File: src/rtl/cla_pipelined_adder.sv
// Pipelined carry-lookahead add/subtract unit with valid/ready handshake on both sides.
// Optional signed-overflow output is enabled by defining CLA_OVERFLOW_FLAG_EN.
module cla_pipelined_adder #(
    parameter int WIDTH  = 16,
    parameter int STAGES = 2
) (
    input  logic             clk,
    input  logic             rst_n,
    input  logic             in_valid,
    output logic             in_ready,
    input  logic [WIDTH-1:0] in_a,
    input  logic [WIDTH-1:0] in_b,
    input  logic             in_carry,
    input  logic             in_sub,
    output logic             out_valid,
    input  logic             out_ready,
    output logic [WIDTH-1:0] out_sum,
    output logic             out_carry
`ifdef CLA_OVERFLOW_FLAG_EN
    ,
    output logic             out_overflow
`endif
);

    localparam int SLICE  = WIDTH / STAGES;
    localparam int GROUPS = SLICE / 4;

    logic advance;

    assign advance  = !out_valid || out_ready;
    assign in_ready = advance;

    // 4-bit lookahead inside each group; group G/P combine into the carry of the next group.
    function automatic logic [SLICE:0] slice_add(
        input logic [SLICE-1:0] a,
        input logic [SLICE-1:0] b,
        input logic             cin
    );
        logic [SLICE-1:0] g;
        logic [SLICE-1:0] p;
        logic [SLICE-1:0] sum;
        logic [3:0]       c;
        logic             gc;
        logic             grp_g;
        logic             grp_p;
        g   = a & b;
        p   = a ^ b;
        sum = '0;
        gc  = cin;
        for (int j = 0; j < GROUPS; j++) begin
            c[0] = gc;
            c[1] = g[4*j] | (p[4*j] & gc);
            c[2] = g[4*j+1] | (p[4*j+1] & g[4*j]) | (p[4*j+1] & p[4*j] & gc);
            c[3] = g[4*j+2] | (p[4*j+2] & g[4*j+1]) | (p[4*j+2] & p[4*j+1] & g[4*j])
                 | (p[4*j+2] & p[4*j+1] & p[4*j] & gc);
            grp_g = g[4*j+3] | (p[4*j+3] & g[4*j+2]) | (p[4*j+3] & p[4*j+2] & g[4*j+1])
                  | (p[4*j+3] & p[4*j+2] & p[4*j+1] & g[4*j]);
            grp_p = &p[4*j +: 4];
            sum[4*j +: 4] = p[4*j +: 4] ^ c;
            gc = grp_g | (grp_p & gc);
        end
        return {gc, sum};
    endfunction

    for (genvar k = 0; k < STAGES; k++) begin : g_stage
        // REM: operand bits still to be added from this stage upward; DONE: sum bits finished here.
        localparam int REM  = WIDTH - k * SLICE;
        localparam int DONE = (k + 1) * SLICE;

        logic [REM-1:0]  a_cur;
        logic [REM-1:0]  b_cur;
        logic            cin_cur;
        logic            valid_cur;
        logic [SLICE:0]  res;
        logic [DONE-1:0] sum_next;
        logic            valid_q;
        logic            carry_q;
        logic [DONE-1:0] sum_q;

        if (k == 0) begin : g_first
            assign a_cur     = in_a;
            assign b_cur     = in_b ^ {WIDTH{in_sub}};
            assign cin_cur   = in_carry ^ in_sub;
            assign valid_cur = in_valid;
            assign sum_next  = res[SLICE-1:0];
        end else begin : g_next
            assign a_cur     = g_stage[k-1].g_fwd.a_q;
            assign b_cur     = g_stage[k-1].g_fwd.b_q;
            assign cin_cur   = g_stage[k-1].carry_q;
            assign valid_cur = g_stage[k-1].valid_q;
            assign sum_next  = {res[SLICE-1:0], g_stage[k-1].sum_q};
        end

        assign res = slice_add(a_cur[SLICE-1:0], b_cur[SLICE-1:0], cin_cur);

        always_ff @(posedge clk or negedge rst_n) begin
            if (!rst_n) begin
                valid_q <= 1'b0;
                carry_q <= 1'b0;
                sum_q   <= '0;
            end else if (advance) begin
                valid_q <= valid_cur;
                carry_q <= res[SLICE];
                sum_q   <= sum_next;
            end
        end

        if (k < STAGES - 1) begin : g_fwd
            // Skew registers: upper operand slices wait for their carry to arrive.
            logic [REM-SLICE-1:0] a_q;
            logic [REM-SLICE-1:0] b_q;

            always_ff @(posedge clk or negedge rst_n) begin
                if (!rst_n) begin
                    a_q <= '0;
                    b_q <= '0;
                end else if (advance) begin
                    a_q <= a_cur[REM-1:SLICE];
                    b_q <= b_cur[REM-1:SLICE];
                end
            end
        end else begin : g_last
`ifdef CLA_OVERFLOW_FLAG_EN
            // Carry into the MSB is recovered as a^b'^sum at that bit.
            logic ovf_q;

            always_ff @(posedge clk or negedge rst_n) begin
                if (!rst_n) begin
                    ovf_q <= 1'b0;
                end else if (advance) begin
                    ovf_q <= a_cur[SLICE-1] ^ b_cur[SLICE-1] ^ res[SLICE-1] ^ res[SLICE];
                end
            end
`else
            // Overflow flag disabled: no register, no port.
`endif
        end
    end

    assign out_valid = g_stage[STAGES-1].valid_q;
    assign out_sum   = g_stage[STAGES-1].sum_q;
    assign out_carry = g_stage[STAGES-1].carry_q;
`ifdef CLA_OVERFLOW_FLAG_EN
    assign out_overflow = g_stage[STAGES-1].g_last.ovf_q;
`endif

endmodule

File: config.mk
export PLATFORM = sky130hd
export DESIGN_NAME = cla_pipelined_adder
export DESIGN_NICKNAME = d
export VERILOG_FILES = /design/src/rtl/cla_pipelined_adder.sv
export SDC_FILE = /design/constraint.sdc
export NUM_CORES = 1
export LEC_CHECK = 0
export ABC_AREA = 1
export CAP_MARGIN = 20
export CORE_ASPECT_RATIO = 1.4
export CORE_MARGIN = 3
export CORE_UTILIZATION = 40
export DETAILED_ROUTE_END_ITERATION = 6
export PLACE_DENSITY = 0.63
export SLEW_MARGIN = 30
export SYNTH_ARGS = -nofsm -noshare
export SYNTH_HDL_FRONTEND = slang
export SYNTH_SLANG_ARGS = --single-unit
File: constraint.sdc
create_clock -name clk -period 5.3 [get_ports clk]
set_input_delay 0.53 -clock clk [delete_from_list [all_inputs] [get_ports clk]]
set_output_delay 0.53 -clock clk [all_outputs]
set_load 0.02 [all_outputs]
[After elaboration in Yosys (flattened, before gate mapping)]
Cells that the tools add are included.
Operators by class
  bitwise logic cells: 110
  reductions and logical operators: 6
Operators with widths (count)
  AND 1 bit: 60
  bitwise OR 1 bit: 40
  AND 8 bit: 2
  AND reduction 4 bit: 4
  bitwise XOR 16 bit: 1
  bitwise XOR 4 bit: 4
  bitwise XOR 8 bit: 2
  logical NOT 1 bit: 1
  logical OR 1 bit: 1
  bitwise XOR 1 bit: 1
Storage, ports and cells
  word-level logic and storage cells: 124
  output and inout bits: 19
  register bits: 44

[Depth between registers and ports, before layout]
  word-level depth: 10
  depth in mapped cells: 14
  gate-level depth less buffers: 12

[Least setup slack after synthesis]
No wires, ideal clock.
  kind: input to register
  from: input port in_sub
  to: register g_stage[0].sum_q[5]
  stages: 13
  arrival: 2.323 ns
  path buffers: 2
  path slack: 2.894 ns
  required time: 5.217 ns
  cells stage by stage: buf_6 -> buf_6 -> xnor2_1 -> inv_1 -> ha_1 -> nand2_1 -> inv_1 -> nand3_2 -> nand2_2 -> nand2_2 -> fa_1 -> xor2_1 -> o21ai_0
Between the ends
  longest elaborated chain between the ends: 10
Ends and longest elaborated chain
  from (decl): RTL line 14  | input logic in_sub,
  bitwise XOR 16 bit: RTL line 82  | assign b_cur = in_b ^ {WIDTH{in_sub}};
  bitwise XOR 8 bit or AND 8 bit (tied branches): RTL line 47, 46
  AND 1 bit, on equally long branches: RTL line 56, 57
  bitwise OR 1 bit (tied with other cells): RTL line 56  | grp_g = g[4*j+3] | (p[4*j+3] & g[4*j+2]) | (p[4*j+3] & p[4*j+2] & g[4*j+1])
  bitwise OR 1 bit or AND 1 bit (tied branches): RTL line 56, 57
  bitwise OR 1 bit: RTL line 57  | | (p[4*j+3] & p[4*j+2] & p[4*j+1] & g[4*j]);
  bitwise OR 1 bit: RTL line 60  | gc = grp_g | (grp_p & gc);
  AND 1 bit: RTL line 52  | c[1] = g[4*j] | (p[4*j] & gc);
  bitwise OR 1 bit: RTL line 52
  bitwise XOR 4 bit *: RTL line 59  | sum[4*j +: 4] = p[4*j +: 4] ^ c;
  to (signal assigned): RTL line 104  | sum_q <= sum_next;
  to (decl): RTL line 78  | logic [DONE-1:0] sum_q;
Mark *: on every way between the ends. The rest lies on a longest branch, timed or not.
A chain may end at the register's enable or synchronous reset.

[Worst setup path after layout]
  from: input port out_ready
  to: output port in_ready
Between the ends
  longest elaborated chain between the ends: 1
Ends and longest elaborated chain
  from (decl): RTL line 16  | input logic out_ready,
  logical OR 1 bit: RTL line 30  | assign advance = !out_valid || out_ready;
  to (decl): RTL line 10  | output logic in_ready,
Every way passes these cells.

==> results.toml <==
[place]
finalWeightedCongestion = 0.838
placement.io_buffers = 56
hpwlAfterDp_um = 3560
postPlaceCellArea_sq_mm = 0.00306

[drt]
drt_via_density = 4.66
drt-wirelength-per-cell_um = 12.0
final_antenna_net_count = 0
drt_first_iter_violations = 101
drc = 0
via_count = 1911
drtPass1Iterations = 4
totalWireLength_um = 4910

[die]
die_height_um = 99.2
initial_core_util_pct = 41.8
pin_count = 57
die_area_sq_mm = 0.00720
die_x_um = 72.6
rows = 33
core_sq_mm = 0.00595

[worst_setup_path]
critical_path_sink_type = "output port"
slowest_stage = "clkdlybuf4s50_1"
cp_slowest_stage_delay_ns = 0.75
crit_path_frequent_cell = "clkdlybuf4s50_1"
worstPathRequired_ns = 4.77
critical_path_peak_fanout = 60
cp.arrival_ns = 2.84
critical_path.cell_chain = "clkdlybuf4s50_1 > nor2_4 > buf_4 > inv_1 > clkdlybuf4s50_1"
setup.worst_path.start_class = "input pin"
critPathKind = "in -> out"

[global_route]
grt_start_max_net_pins = 61
antenna_violations_before_repair = 0
grt_util_all_layers_pct = 14.7
grt_pass1_wl_um = 8490
final_global_route_overflow_total = 0
first_global_vias = 1847

[sta]
finalClockSkew_ns = 0.00334
final-max-slew-violation-count = 0
rsz_0062_raised_after_global_routing = "false"
layout_worst_path_cycle_share_pct = 63.7
finalSetupTns_ns = 0
hold_violations = 0
highest_clock_frequency_the_design_can_meet_ghz = 0.296
final_period_minus_worst_setup_slack_ns = 3.37
timing.final.setup_violations = 0
worstMarginPinSlew_ns = 0.872
slew-limit-headroom_pct = 41.8

[pwr]
leakage_uw = 0.00157
ir_worst_vdd_uv = 132
p_per_area_mw_per_mm2 = 389

[cells_and_area]
antenna_cells_inserted = 0
stdcell_area_sq_mm = 0.00319
register_area_sq_mm = 0.00110
final_cell_mix = "nand2_1 (95), clkdlybuf4s50_1 (54), dfrtp_1 (44)"
multiInputGateArea_sq_mm = 0.00122
postLayoutCoreUtil_pct = 53.7
layout.nets = 398
area_growth_pct = 28.6
final_common_cell = "nand2_1"
n_fill_cell = 573
layout_cells_sized_above_1_pct = 7.94

[clock_network]
cts.hold.buffers_added = 0
cts-htree-levels = 2
cts.repair.resized = 0
cts_tree = "built"
clkTransAtPathRegs_ns = 0.08
clockBufferDepth = 2
clockRootBuffer = "clkbuf_8"
tritoncts_num_sinks = 44
worst_skew_pair.late_latency_ns = 0.29
post_cts_buffers = 0
tritoncts.num_buffers = 5

[synth]
syn_avg_cell_area_sq_um = 8.65
synthesis.nets = 345
post_synth_num_cell_types = 24
synth_cells = 287
synth_seq_area_share_pct = 44.4
synth_warnings = 0
yosys_register_bits = 44
synth.cell_area_sq_mm = 0.00248

[outcome]
run_status = "complete, no violations"

[run]
max_cap_viol = 0

[worst_hold_path]
hold_class = "in -> async"
==> registers in the layout (all words and copies together), names as in the netlist <==
name,cells
g_stage.carry_q,1
out_sum,16
g_stage.g_fwd.b_q,8
out_valid,1
g_stage.valid_q,1
g_stage.g_fwd.a_q,8
g_stage.sum_q,8
out_carry,1
==> critical path, delay by kind of cell <==
kind / cells / cell delay [ns]
simple gates: 1 / 0.04
buf+inv: 4 / 2.26
==> power breakdown <==
group	switching (uW)	internal [uW]
registers	51.9	426
logic	252	218
clock network	110	185
total	413	830
==> final cells by class <==
type,count,share of cell area [%]
well taps,70,2.74
repair buffers,57,17.6
clock buffers,5,2.16
multi-input cells,207,38.2
inverters,25,3.02
flip-flops and latches,44,34.5
clock inverters,2,1.88
==> synthesized netlist by cell type <==
master | number | area (sq um)
a21o_1 | 2 | 15.0
xnor2_1 | 11 | 96.3
nor2_1 | 12 | 45.0
buf_6 | 2 | 22.5
dfrtp_1 | 44 | 1100
nand2_4 | 3 | 33.8
inv_4 | 1 | 6.26
or2_4 | 1 | 8.76
buf_2 | 5 | 25.0
o21ai_0 | 21 | 105
clkbuf_1 | 3 | 11.3
inv_1 | 24 | 90.1
nand3_2 | 3 | 30.0
o21ai_1 | 2 | 10.0
buf_4 | 1 | 7.51
xor2_1 | 9 | 78.8
nand2_2 | 7 | 43.8
nand3_1 | 11 | 55.1
ha_1 | 16 | 200
a21oi_2 | 1 | 8.76
fa_1 | 4 | 80.1
nand2_1 | 95 | 357
a21oi_1 | 8 | 40.0
nor2_4 | 1 | 11.3
==> stage by stage <==
step	hold slack (ns)	total power [uW]	worst slack [ns]	instances
CTS	0.241	1260	1.91	410
global placement	0.444	950	1.83	403
floorplan	0.234	767	2.89	287
detailed placement	0.441	962	1.92	403
global route	0.253	1340	1.77	410
finish	0.217	1240	1.93	410
==> worst paths after layout <==
path	slack, ns	start	endpoint	depth (start not counted)
setup / recovery	1.93	out_ready	in_ready	5
min in group clk	0.46	g_stage[0].valid_q	out_valid	2
max in group asynchronous	4.70	rst_n	g_stage[0].g_fwd.a_q[2]	1
hold reg to reg	0.46	g_stage[0].valid_q	out_valid	2
hold / removal	0.22	rst_n	out_sum[15]	1
setup reg to reg	3.33	out_valid	g_stage[0].sum_q[3]	6
==> cell families (layout without fill, tap and decap cells) <==
kind of cell | Yosys count | after routing | share of synthesized area [%]
and+or+nand+nor | 133 | 133 | 23.5
adders and majority gates | 20 | 20 | 11.3
AOI/OAI and AO/OA | 34 | 34 | 7.21
xor gates and xnor gates | 20 | 20 | 7.06
DFF | 44 | 44 | 44.4
buffers and inverters | 36 | 89 | 6.55
==> layer usage <==
layer  track usage, %  wire length [um]
met1             19.0              2200
met2             24.5              2400
met3             2.93               235
met4             4.69                77
met5                0                 0
(Power assumes the default switching activity.)
==> variant 1, RTL diff (same flow settings) <==
The option `CLA_OVERFLOW_FLAG_EN` is turned on by a define.
--- a/src/rtl/cla_pipelined_adder.sv
+++ b/src/rtl/cla_pipelined_adder.sv
@@ -1,5 +1,7 @@
 // Pipelined carry-lookahead add/subtract unit with valid/ready handshake on both sides.
 // Optional signed-overflow output is enabled by defining CLA_OVERFLOW_FLAG_EN.
+`define CLA_OVERFLOW_FLAG_EN
+
 module cla_pipelined_adder #(
     parameter int WIDTH  = 16,
     parameter int STAGES = 2
Formal check against the unedited RTL (old outputs only; new: out_overflow): equivalent (Yosys induction, for registers that start in step).
==> variant 1 against the unedited design <==
- area after synthesis is 4.7% higher
- cell area grew 3.2%
- highest routed layer unchanged
- non-clock buffer count increased by 1
- synthesized cell count grew 13%
- core utilization is 1.0 points lower
- worst setup slack improved by 0.62 ns
- sequential cell count up 1
- power is 2.5% lower
- via count is 15% higher
- wire length is 10% higher
- largest power group is now combinational logic
==> variant 1: results <==
pwr:
  vdd_ir_drop_max_mv: 0.130
  internal_power_mw: 0.762
  p_leak_nw: 1.62
finish:
  clock_buffers: 6
  clock_area_share_pct: 2.66
  buffer_area_share_pct: 17.3
  n_fill_cell: 617
  design.seq.count: 45
  utilization_pct: 52.7
  final_layout_size_suffix_gt1_share_pct: 4.23
  multi_input_comb_cells: 236
  seq-cell-share_pct: 34.2
placement:
  hpwl_um: 3890
  place_area_mm2: 0.00321
  globalplace.congestion: 0.876
  pre_cts_slack_ns: 2.52
logic_synthesis:
  ys_top_cells_by_area: "dfrtp_1, nand2_1, ha_1"
  synthDistinctLibCells: 27
  synth.net_count: 381
  ys_seq_area_share_pct: 43.3
  synthCells: 323
  synth_common_cells: "nand2_1, dfrtp_1, inv_1"
critical_path:
  reg2reg_setup_slack_ns: 3.45
  r2r_end: "out_sum[13]"
  cp_max_fo: 31
  worstRegToRegCells: 8
  critPathArrivalTime_ns: 2.22
grt:
  grt_pass1_wl_um: 9250
  grt_max_degree: 60
  grtUsageTotal_pct: 15.7
timing:
  whs_ns: 0.216
  tightest_slew_ns: 0.564
run_status:
  status: "complete, no violations"
route:
  drtIter0Drc: 117
  routedWlPerCell_um: 12.0
floorplanning:
  coreArea_mm2: 0.00625
==> variant 1: worst max-delay path by stage <==
stage,startpoint,end,slack (ns),cells after the start
after detailed placement,out_ready,in_ready,2.52,4
after global routing,out_ready,in_ready,2.48,4
after CTS,out_ready,in_ready,2.52,4
after floorplan,in_sub,g_stage[0].sum_q[5],2.81,13
after global placement,in_sub,g_stage[0].sum_q[5],1.75,12
final,out_ready,in_ready,2.55,4
==> variant 1: kinds of logic (layout without fill, tap and decap cells) <==
kind of cell               after synthesis  in the layout  synth area share, %
DFF                                     45             45                 43.3
buffers and inverters                   42             97                 6.69
adders and majority gates               20             20                 10.8
AOI/OAI and AO/OA                       36             36                 7.41
xor gates and xnor gates                21             21                 7.37
and+or+nand+nor                        159            159                 24.4
==> variant 1: layer usage <==
layer / global-route usage, % / vias up / part of all wire [%]
met2: 28.9 / 42 / 53
met1: 17.6 / 1026 / 41
met3: 2.58 / 6 / 4.2
met5: 0 / - / 0
met4: 6.28 / 0 / 1.4
li1: - / 1116 / -
==> variant 2, RTL diff (same settings) <==
Without the edit above. Change the parameter `WIDTH` from 16 to 20.
--- a/src/rtl/cla_pipelined_adder.sv
+++ b/src/rtl/cla_pipelined_adder.sv
@@ -1,7 +1,7 @@
 // Pipelined carry-lookahead add/subtract unit with valid/ready handshake on both sides.
 // Optional signed-overflow output is enabled by defining CLA_OVERFLOW_FLAG_EN.
 module cla_pipelined_adder #(
-    parameter int WIDTH  = 16,
+    parameter int WIDTH  = 20,
     parameter int STAGES = 2
 ) (
     input  logic             clk,
Ports: changed (resized in_a, in_b and out_sum); port bits go from 57 to 69. No check against the original RTL was run, so the function may have changed too.
==> variant 2 against the unedited design <==
- sequential share of layout area decreased by 0.48 points
- count of clock-buffer cells in the layout unchanged
- sequential cell count unchanged
- global-route usage decreased by 0.82 points
- cell area increased by 1.4%
- first-iteration DRC count increased by 23%
- synthesized cell count increased by 1.7%
- wire length decreased by 2.4%
- area after synthesis increased by 2.9%
- clock power decreased by 14%
- critical endpoint is now g_stage[0].sum_q[5]
- power decreased by 2.6%
- largest power group unchanged
- worst setup slack improved by 0.26 ns
==> variant 2: results <==
critical_path:
  critPathArrivalTime_ns: 3.34
  critPathSlowestCell: "clkdlybuf4s50_1"
  cp_max_fo: 10
  reg2reg_setup_slack_ns: 3.38
  cp_slowest_stage_delay_ns: 0.86
  path_delay_family: "buffers and inverters"
grt:
  grt_max_degree: 61
  antenna_found_initial: 0
  grt_pass1_wl_um: 8140
  grtUsageTotal_pct: 13.9
  grt_pass1_vias: 1904
logic_synthesis:
  ys_seq_area_share_pct: 43.1
  synth_edf_count: 0
  ys_top_cells_by_area: "dfrtp_1, nand2_1, ha_1"
  async_flop_share_pct: 100
  synthDistinctLibCells: 28
  synth_warnings: 0
  ys.flop_type: "dfrtp_1"
  synth_common_cells: "nand2_1, dfrtp_1, inv_1"
route:
  drtIter0Drc: 124
  dr_wl_met3_um: 150
  top_layer: "met4"
  wl_met2_um: 2610
  drt-met1-wl_um: 1960
  via_per_inst: 4.68
  finalWirelength_um: 4790
  drt_pass1_iterations: 4
finish:
  largest_reg_flops: 16
  nNetsFinal: 411
  final_layout_size_suffix_gt1_share_pct: 9.54
  n_antenna_cell: 0
clock_network:
  post_cts_resized: 0
  h-tree-depth: 2
  numCtsBuffers: 5
  cts_root_buf: "clkbuf_8"
  insertion_delay_ns: 0.30
  path_clk_slew_ns: 0.09
  post-cts-setup-buffer-count: 0
  clock_path_buffers: 2
pwr:
  vdd_ir_drop_max_mv: 0.127
  p_leak_nw: 1.59
placement:
  io_buffers: 56
  globalplace.congestion: 0.732
  place_area_mm2: 0.00313
  hpwl_um: 3460
timing:
  fin_worst_skew_ns: 0.00611
  tightest_slew_ns: 0.608
worst_hold_path:
  hold_class: "in2async"
run_status:
  status: "complete, no violations"
==> variant 2: layer usage <==
| metal | vias to the layer above | global-route usage (%) |
|---|---|---|
| met5 | - | 0 |
| met4 | 0 | 5.44 |
| met3 | 6 | 2.10 |
| met2 | 33 | 25.3 |
| met1 | 898 | 15.9 |
| li1 | 1009 | - |
==> variant 2: path summary, 6_finish.rpt <==
path | from | endpoint | depth (start not counted)
worst max-delay path | in_sub | g_stage[0].sum_q[5] | 13
min in group clk | g_stage[0].valid_q | out_valid | 2
max in group asynchronous | rst_n | g_stage[0].g_fwd.b_q[4] | 1
worst min-delay path | rst_n | out_sum[1] | 1
worst max register to register | g_stage[0].g_fwd.a_q[1] | out_sum[15] | 7
worst min register to register | g_stage[0].valid_q | out_valid | 2
==> variant 2: logic make-up after synthesis <==
group / after synthesis / share of synthesized area [%]
other cells: 1 / 0.147
buf+inv: 38 / 7.39
compound gates: 32 / 6.76
fa+ha+maj: 20 / 11.0
flops: 44 / 43.1
xor+xnor: 20 / 6.86
simple gates: 137 / 24.8
==> variant 2: stage by stage <==
stage / setup WS [ns] / cells / power, mW / hold WS, ns / util (%)
floorplan: 2.86 / 295 / 0.781 / 0.234 / -
global placement: 1.87 / 408 / 0.958 / 0.429 / 51.8
detailed placement: 1.81 / 408 / 0.970 / 0.440 / 51.9
CTS: 2.12 / 416 / 1.23 / 0.236 / 53.7
global route: 2.00 / 416 / 1.30 / 0.262 / 53.7
finish: 2.19 / 416 / 1.21 / 0.217 / 53.7
==> variant 2: worst reg2reg max path: stages (launching register included) <==
cell,delay (ns)
dfrtp_1,0.39
ha_1,0.33
or2_4,0.27
nand3_2,0.10
nand2_4,0.08
fa_1,0.38
xnor2_1,0.15
o21ai_0,0.08
==> variant 2: layout make-up <==
cell class,instances,area [um^2]
inverter,23,88.8
clock inverter,3,42.5
clock buffer,5,68.8
tap,70,87.6
sequential,44,1100
multi-input combinational,213,1280
timing repair buffer,58,573
fill,587,2790
==> variant 2: report_power, final <==
group,switching (mW),internal [mW],total [mW]
clock,0.116,0.139,0.255
sequential,0.0521,0.426,0.478
combinational,0.256,0.220,0.477
total,0.424,0.786,1.21
